**config.mk**
```make
export PLATFORM = sky130hd
export DESIGN_NAME = port_capture
export DESIGN_NICKNAME = d
export VERILOG_FILES = /design/src/rtl/port_capture.sv
export SDC_FILE = /design/constraint.sdc
export NUM_CORES = 1
export LEC_CHECK = 0
export ABC_AREA = 1
export CAP_MARGIN = 20
export CELL_PAD_IN_SITES_DETAIL_PLACEMENT = 1
export CELL_PAD_IN_SITES_GLOBAL_PLACEMENT = 1
export CORE_MARGIN = 5
export CORE_UTILIZATION = 51
export CTS_BUF_LIST = sky130_fd_sc_hd__clkbuf_8
export DETAILED_ROUTE_END_ITERATION = 10
export GPL_TIMING_DRIVEN = 0
export PLACE_DENSITY = 0.93
export SLEW_MARGIN = 40
export SYNTH_ARGS = -nofsm -noshare
export SYNTH_HDL_FRONTEND = slang
export SYNTH_SLANG_ARGS = --single-unit
```
**constraint.sdc**
```tcl
create_clock -name clk -period 4.7 [get_ports clk]
set_input_delay 0.705 -clock clk [delete_from_list [all_inputs] [get_ports clk]]
set_output_delay 0.705 -clock clk [all_outputs]
set_load 0.02 [all_outputs]
```
**src/rtl/port_capture.sv**
```systemverilog
// port_capture: watches the CPU's 8-bit output port and queues every sampled
// change together with a free-running cycle timestamp. A consumer drains the
// queue through a valid/ready handshake. A sticky flag records dropped events.
module port_capture #(
  parameter int DEPTH = 8,
  parameter int TS_W  = 16
) (
  input  logic                     clk,
  input  logic                     reset,
  input  logic [7:0]               port,
  output logic                     out_valid,
  input  logic                     out_ready,
  output logic [7:0]               out_data,
  output logic [TS_W-1:0]          out_time,
  output logic [$clog2(DEPTH):0]   count,
  output logic                     overflow,
  input  logic                     clear_ovf
);

  localparam int AW = $clog2(DEPTH);
  localparam int CW = AW + 1;

  logic [7:0]      prev;
  logic            armed;
  logic [TS_W-1:0] ts;

  logic [7:0]      mem_data [DEPTH];
  logic [TS_W-1:0] mem_time [DEPTH];
  logic [AW-1:0]   wr_ptr;
  logic [AW-1:0]   rd_ptr;

  logic change;
  logic full;
  logic pop;
  logic push_ok;
  logic drop;

  // Event detection and queue admission; a full queue still accepts a push
  // when the head leaves on the same edge.
  always_comb begin
    change  = armed && (port != prev);
    full    = (count == CW'(DEPTH));
    pop     = out_valid && out_ready;
    push_ok = change && (!full || pop);
    drop    = change && full && !pop;
  end

  // Sampler state: timestamp counter, previous sample and the arm bit that
  // suppresses an event on the first edge after reset.
  always_ff @(posedge clk) begin
    if (!reset) begin
      ts    <= '0;
      prev  <= '0;
      armed <= 1'b0;
    end else begin
      ts    <= ts + TS_W'(1);
      prev  <= port;
      armed <= 1'b1;
    end
  end

  // Queue control: pointers, occupancy and the sticky overflow flag, where a
  // drop on the same edge as clear_ovf keeps the flag set.
  always_ff @(posedge clk) begin
    if (!reset) begin
      wr_ptr   <= '0;
      rd_ptr   <= '0;
      count    <= '0;
      overflow <= 1'b0;
    end else begin
      if (push_ok) wr_ptr <= wr_ptr + AW'(1);
      if (pop)     rd_ptr <= rd_ptr + AW'(1);
      case ({push_ok, pop})
        2'b10:   count <= count + CW'(1);
        2'b01:   count <= count - CW'(1);
        default: count <= count;
      endcase
      if (drop)           overflow <= 1'b1;
      else if (clear_ovf) overflow <= 1'b0;
    end
  end

  // Queue storage; data only, written with the pre-increment timestamp.
  always_ff @(posedge clk) begin
    if (reset && push_ok) begin
      mem_data[wr_ptr] <= port;
      mem_time[wr_ptr] <= ts;
    end
  end

  // Head entry is presented combinationally and forced to zero while empty.
  always_comb begin
    out_valid = (count != '0);
    out_data  = out_valid ? mem_data[rd_ptr] : 8'h00;
    out_time  = out_valid ? mem_time[rd_ptr] : '0;
  end

endmodule

```
==> results of run 1 <==
==> metal layers <==
| layer | vias up | GRT usage [%] | routed length, um |
|---|---|---|---|
| met2 | 458 | 49.39 | 14810 |
| li1 | 3008 | - | - |
| met4 | 0 | 16.20 | 1676 |
| met1 | 3601 | 36.98 | 11330 |
| met5 | - | 0 | 0 |
| met3 | 123 | 5.655 | 2379 |
==> metrics by stage <==
| step | cells | utilization, % | hold WS (ns) | setup WS (ns) |
|---|---|---|---|---|
| global placement | 1061 | 55.32 | 0.4453 | -1.084 |
| global route | 1152 | 60.97 | 0.5468 | 0.6317 |
| finish | 1152 | 60.97 | 0.5264 | 0.6986 |
| detailed placement | 1080 | 56.72 | 0.5013 | 0.9464 |
| CTS | 1152 | 60.97 | 0.5210 | 0.7124 |
| floorplan | 791 | - | 0.4331 | 1.252 |
==> power by group through the flow <==
stage	logic [W]	clock network [W]	registers, W
after CTS	0.00141	0.00178	0.00230
after global routing	0.00151	0.00190	0.00231
final	0.00143	0.00177	0.00230
after floorplan	0.000746	0	0.00234
after global placement	0.00126	0	0.00234
after detailed placement	0.00135	0	0.00234
==> path summary, 6_finish.rpt <==
kind                                       end  cells after the start
worst max-delay path               out_data[7]                      7
worst min-delay path                 flip-flop                      2
worst max register to register  mem_time[4][9]                     12
worst min register to register       flip-flop                      2
==> cell usage in the layout, fill, tap and decap left out, drive strengths merged, types with 4 or more instances in the layout <==
master,instances
clkbuf,77
a31oi,25
inv,64
nor2,172
buf,30
a21oi,19
nor3,7
edfxtp,192
nand2,61
clkinv,9
ha,5
o21ai,135
nand3,10
nand4,4
clkdlybuf4s50,41
xnor2,4
dfxtp,39
o22ai,24
==> area by class of cell <==
type	instances	area [sq um]
flip-flops and latches	231	6546
repair buffers	60	609.3
clock inverters	25	112.6
clock buffers	47	646.9
plain buffers	41	178.9
well taps	229	286.5
inverters	49	183.9
multi-input cells	470	2313
fillers	1809	6963
==> logic make-up after synthesis <==
| logic type | after synthesis | synth area share (%) |
|---|---|---|
| fa+ha+maj | 6 | 0.9003 |
| xor+xnor | 5 | 0.4774 |
| simple gates | 254 | 11.38 |
| flops | 231 | 71.37 |
| buf+inv | 90 | 3.956 |
| compound gates | 205 | 11.92 |
==> worst max-delay path: stages, from the launching register on <==
cell	delay [ns]
dfxtp_1	0.32
buf_2	0.21
clkbuf_1	0.52
nor2_1	0.16
nor2_1	0.20
o21ai_0	0.20
a31oi_1	0.44
clkdlybuf4s50_1	0.69
==> flip-flops by register name (all words and copies together) (netlist names), named ones only <==
signal and cells:
armed 1, count 4, mem_data 64, mem_time 128
overflow 1, prev 8, rd_ptr 3, ts 16
wr_ptr 3
==> impl_results.md, run 1 <==
- Outcome: finished clean
- Post-synthesis sequential area ratio: 71.37%
- Final setup violation count: 0
- Vias: 7190
- Pwr Total: 0.005504 W
- Top-area cell type share of the netlist area: 62.86%
- DRT iter0 DRCs: 914
- Total die area: 20770 sq um
- Post-DP HPWL: 18.18 mm
- Slew Viols, Final: 0
- Most frequent cell after synthesis: edfxtp_1
- Area grow syn2layout: 18.59%
- Post-synth EDFFs: 192
- Startpoint Class: flip-flop
- Post-route cell area: 10880 sq um
- LEAKAGE: 3.761 nW
- First-pass GRT wire length: 45.79 mm
- Clock Power Share: 32.2%
- Hold path start: rd_ptr[2]
- Final #Nets: 910
- Worst ir drop on vdd: 0.2803 mV
- Antenna viol nets, final: 0
- GPL Wtd Cong: 0.8058
- Dpl cell area: 10120 sq um
- DR vias/cell: 6.241
- Slew HR: 47.66%
- IO buf count: 41
- P per Cell Area: 506.0 nW/um^2
- Core area: 17840 sq um
- Clock skew: 0.03213 ns
- Initial cell density of the core: 51.41%
- Minimum clock period: 4.001 ns
- Chip width: 144.1 um
- Synth Area per Inst: 11.60 sq um
- Mapped Nets: 809
- Worst Hold Class: reg2reg
- DRC Markers: 0
- Sequential Power Share: 41.8%
- Async SR Flop Fraction: 0%
- Num CTS Buffers: 39
- WS Path Type: reg2out
- Largest net degree at the start of global routing: 15
- Drt pass-1 iters: 5
- Number of top-level pins: 42
- Antenna diodes: 0
- GR Overflow Total: 0
- RSZ-0062 raised after global routing: no
- # Max-Cap Violations: 0
- Synth warn: 0
- Gr usage total: 29.76%
- Clk root buf: clkbuf_8
- # hold bufs at CTS: 0
- Clk slew on worst S/H paths: 0.07 ns
- Synth cell count leaders: 192 x edfxtp_1, 165 x nor2_1, 108 x o21ai_0, 55 x nand2_1, 44 x inv_1
- Data arrival, critical path: 3.30 ns
- Net switching power: 0.001858 W
- Cell Rows: 49
- Logic pwr share: 26.0%
- Setup TNS: 0 ns
- Cell count after synthesis: 791
- Crit end category: output port
- Post-Syn Area: 9173 sq um
- Sw Ratio: 33.75%
- Share of layout cells above drive strength 1: 12.57%
- Clk buf depth: 3
- Total internal power: 0.003646 W
- Antenna violations before repair: 0
- Largest area contributor in the netlist: edfxtp_1
- Flop2flop setup slack: 2.07 ns
- Flops & latches, synth: 231
- Worst endpoint required time: 3.99 ns
- Synth top area cells: edfxtp_1 63%, dfxtp_1 8.5%, nor2_1 6.8%, o21ai_0 5.9%, nand2_1 2.3%
- PostCTS Resize Cnt: 0
- CP max FO: 10
- Final critical-path share of the clock period: 85.14%
- R2r startpoint: prev[4]
- Final WL: 30.19 mm
- H-tree Lvls: 2
- Distinct cells, synth: 29
- Die H: 144.1 um
- Clock latency on the worst-skew pair: 0.56 ns
- TritonCTS sink count: 231
- Post-CTS Setup Inserts: 0
- CTS tree: built
- Fmax: 249.9 MHz
- Final Hold Fails: 0
- Top_reg_cell synth: edfxtp_1
- Drt wl/cell: 26.21 um
- Least-Margin Pin Slew: 0.7851 ns
- Vias in the first global route: 7577
No activity file was read; power rests on OpenSTA's default activity.
==> run 2: changes to the inputs <==
Settings changed: CTS_CLUSTER_SIZE set to 20, PLACE_DENSITY 0.93 to unset, PLACE_DENSITY_LB_ADDON set to 0.1.
==> run 2 against run 1 <==
Compared with the run above: sequential share of layout area up 0.76 points; worst hold slack got worse by 0.048 ns; critical endpoint is now out_time[11]; count of clock-buffer cells in the layout is 9 lower; die area is the same; global-route usage decreased by 4.7 points; first-iteration DRC count fell by 39%; flip-flop and latch count is the same; critical path depth is the same; worst setup slack improved by 0.37 ns; register-to-register slack improved by 0.05 ns.
==> impl_results.md, run 2 (synthesis gave the netlist of run 1 again) <==
- GR Overflow Total: 0
- Slew HR: 46.20%
- H-tree Lvls: 2
- # hold bufs at CTS: 0
- Antenna viol nets, final: 0
- Fmax: 275.3 MHz
- Global route hottest layer: met2
- Number of top-level pins: 42
- Largest net degree at the start of global routing: 16
- GPL Wtd Cong: 0.7747
- Vias in the first global route: 7096
- IO buf count: 41
- Fillers: 1858
- CP max FO: 10
- Flop2flop setup slack: 2.12 ns
- WS Path Type: reg2out
- Least-Margin Pin Slew: 0.8070 ns
- Reg2Reg Capture Point: mem_time[0][2]
- Antenna violations before repair: 0
- Crit end category: output port
- Final setup violation count: 0
- Multi-input gate area: 2313 sq um
- DR vias/cell: 5.659
- Worst endpoint required time: 3.99 ns
- Data arrival, critical path: 2.93 ns
- R2R cell count: 13
- Final hold slack: 0.4787 ns
- Gr usage total: 25.01%
- Vias: 6479
- Drt wl/cell: 21.89 um
- Post-place setup slack: 0.9512 ns
- Die H: 144.1 um
- Most Frequent Cell on Critical Path: clkbuf_1
- Worst Hold Class: reg2reg
- Core area: 17840 sq um
- Clk buf depth: 3
- Clk root buf: clkbuf_8
- First-pass GRT wire length: 38.99 mm
- Antenna diodes: 0
- Most common cell after layout, fill and taps aside: edfxtp_1
- Critical path's slowest cell: clkbuf_1
- R2r startpoint: prev[1]
- Top Registers: mem_time x128, mem_data x64, ts x16
- P per Cell Area: 478.1 nW/um^2
- TritonCTS sink count: 231
- Pwr Total: 0.005136 W
- Slew Viols, Final: 0
- Post-DP HPWL: 17.35 mm
- Sequential cell area: 6546 sq um
- Clk slew on worst S/H paths: 0.06 ns
- PostCTS Resize Cnt: 0
- Startpoint Class: flip-flop
- PnR worst setup slack: 1.068 ns
- Final Hold Fails: 0
- Largest reg by FF count: mem_time
- Minimum clock period: 3.632 ns
- CTS tree: built
- Largest stage delay, worst path: 0.65 ns
- M2 GR Usage: 44.02%
- DRC Markers: 0
- Outcome: finished clean
- Worst-path cell chain: inv_1, clkbuf_1, clkbuf_1, nor2_1, o21ai_0, a31oi_1, clkdlybuf4s50_1
- Hold path start: rd_ptr[2]
- Clock skew: 0.01568 ns
- Final critical-path share of the clock period: 77.27%
- Cell Rows: 49
- Hold Path Cell Cnt: 2
- Met3 usage: 4.960%
- Clock latency on the worst-skew pair: 0.52 ns
- Area grow syn2layout: 17.12%
- Final WL: 25.06 mm
- GRT met1 Usage: 31.59%
- Drt pass-1 iters: 5
- Final #Nets: 909
- Post-CTS Setup Inserts: 0
- Chip width: 144.1 um
- Num CTS Buffers: 37
- RSZ-0062 raised after global routing: no
- Most frequent cells in the layout: 192 x edfxtp_1, 161 x nor2_1, 108 x o21ai_0, 63 x inv_1, 55 x nand2_1
- LEAKAGE: 3.712 nW
- DRT iter0 DRCs: 554
- Largest register FFs: 128
- Worst ir drop on vdd: 0.2254 mV
- Share of layout cells above drive strength 1: 11.24%
- Total die area: 20770 sq um
- WHS Endpoint: rd_ptr[2]
- # Max-Cap Violations: 0
- Initial cell density of the core: 51.41%
-- run 2: cell types whose count changed in the layout (fill, tap and decap cells not counted) --
cell	before	now
inv_1	58	63
clkinv_1	4	5
inv_6	1	0
buf_4	11	12
clkinv_2	4	2
clkbuf_8	47	38
clkinvlp_4	1	0
clkinv_4	1	0
buf_2	14	15
buf_6	1	0
-- run 2: layout make-up --
type,instances,share of cell area [%]
multi-input cells,470,21.54
well taps,229,2.667
inverters,49,1.712
plain buffers,41,1.666
repair buffers,61,5.684
clock inverters,26,0.9317
flip-flops and latches,231,60.94
clock buffers,38,4.868
-- run 2: worst max-delay path by stage --
stage               startpoint             end  slack [ns]  cells after the start
finish               flip-flop    out_time[11]        1.07                      7
global route         flip-flop    out_time[15]        0.87                      8
CTS                  flip-flop    out_time[11]        1.05                      7
detailed placement     port[7]  mem_time[0][2]        0.95                     14
global placement       port[7]  mem_time[2][2]       -1.26                     11
floorplan              port[5]  mem_data[0][0]        1.25                     10
-- run 2: metal layers --
layer / routed length, um / part of all wire [%]
met1: 10210 / 41
met2: 12940 / 52
met3: 1432 / 5.7
met4: 472 / 1.9
met5: 0 / 0
-- run 2: power by group --
group | switching, W | leakage, nW | internal, W | total [W]
sequential | 0.0000399 | 1.95 | 0.00226 | 0.00230
combinational | 0.000867 | 1.38 | 0.000472 | 0.00134
clock | 0.000752 | 0.390 | 0.000746 | 0.00150
total | 0.00166 | 3.71 | 0.00348 | 0.00514
-- run 2: worst max-delay path, delay by kind of cell, from the launching register on --
family	cells	cell delay, ns
buffers and inverters	4	1.71
flip-flops	1	0.33
AND/OR/NAND/NOR	1	0.12
AO/OA/AOI/OAI	2	0.25
-- run 2: per-stage QoR --
stage,TNS (ns),cell area [sq um],cells,util [%]
floorplan,0,9173,791,-
global placement,-118.72,9869,1061,55.32
detailed placement,0,10120,1081,56.72
CTS,0,10740,1145,60.21
global route,0,10740,1145,60.21
finish,0,10740,1145,60.21
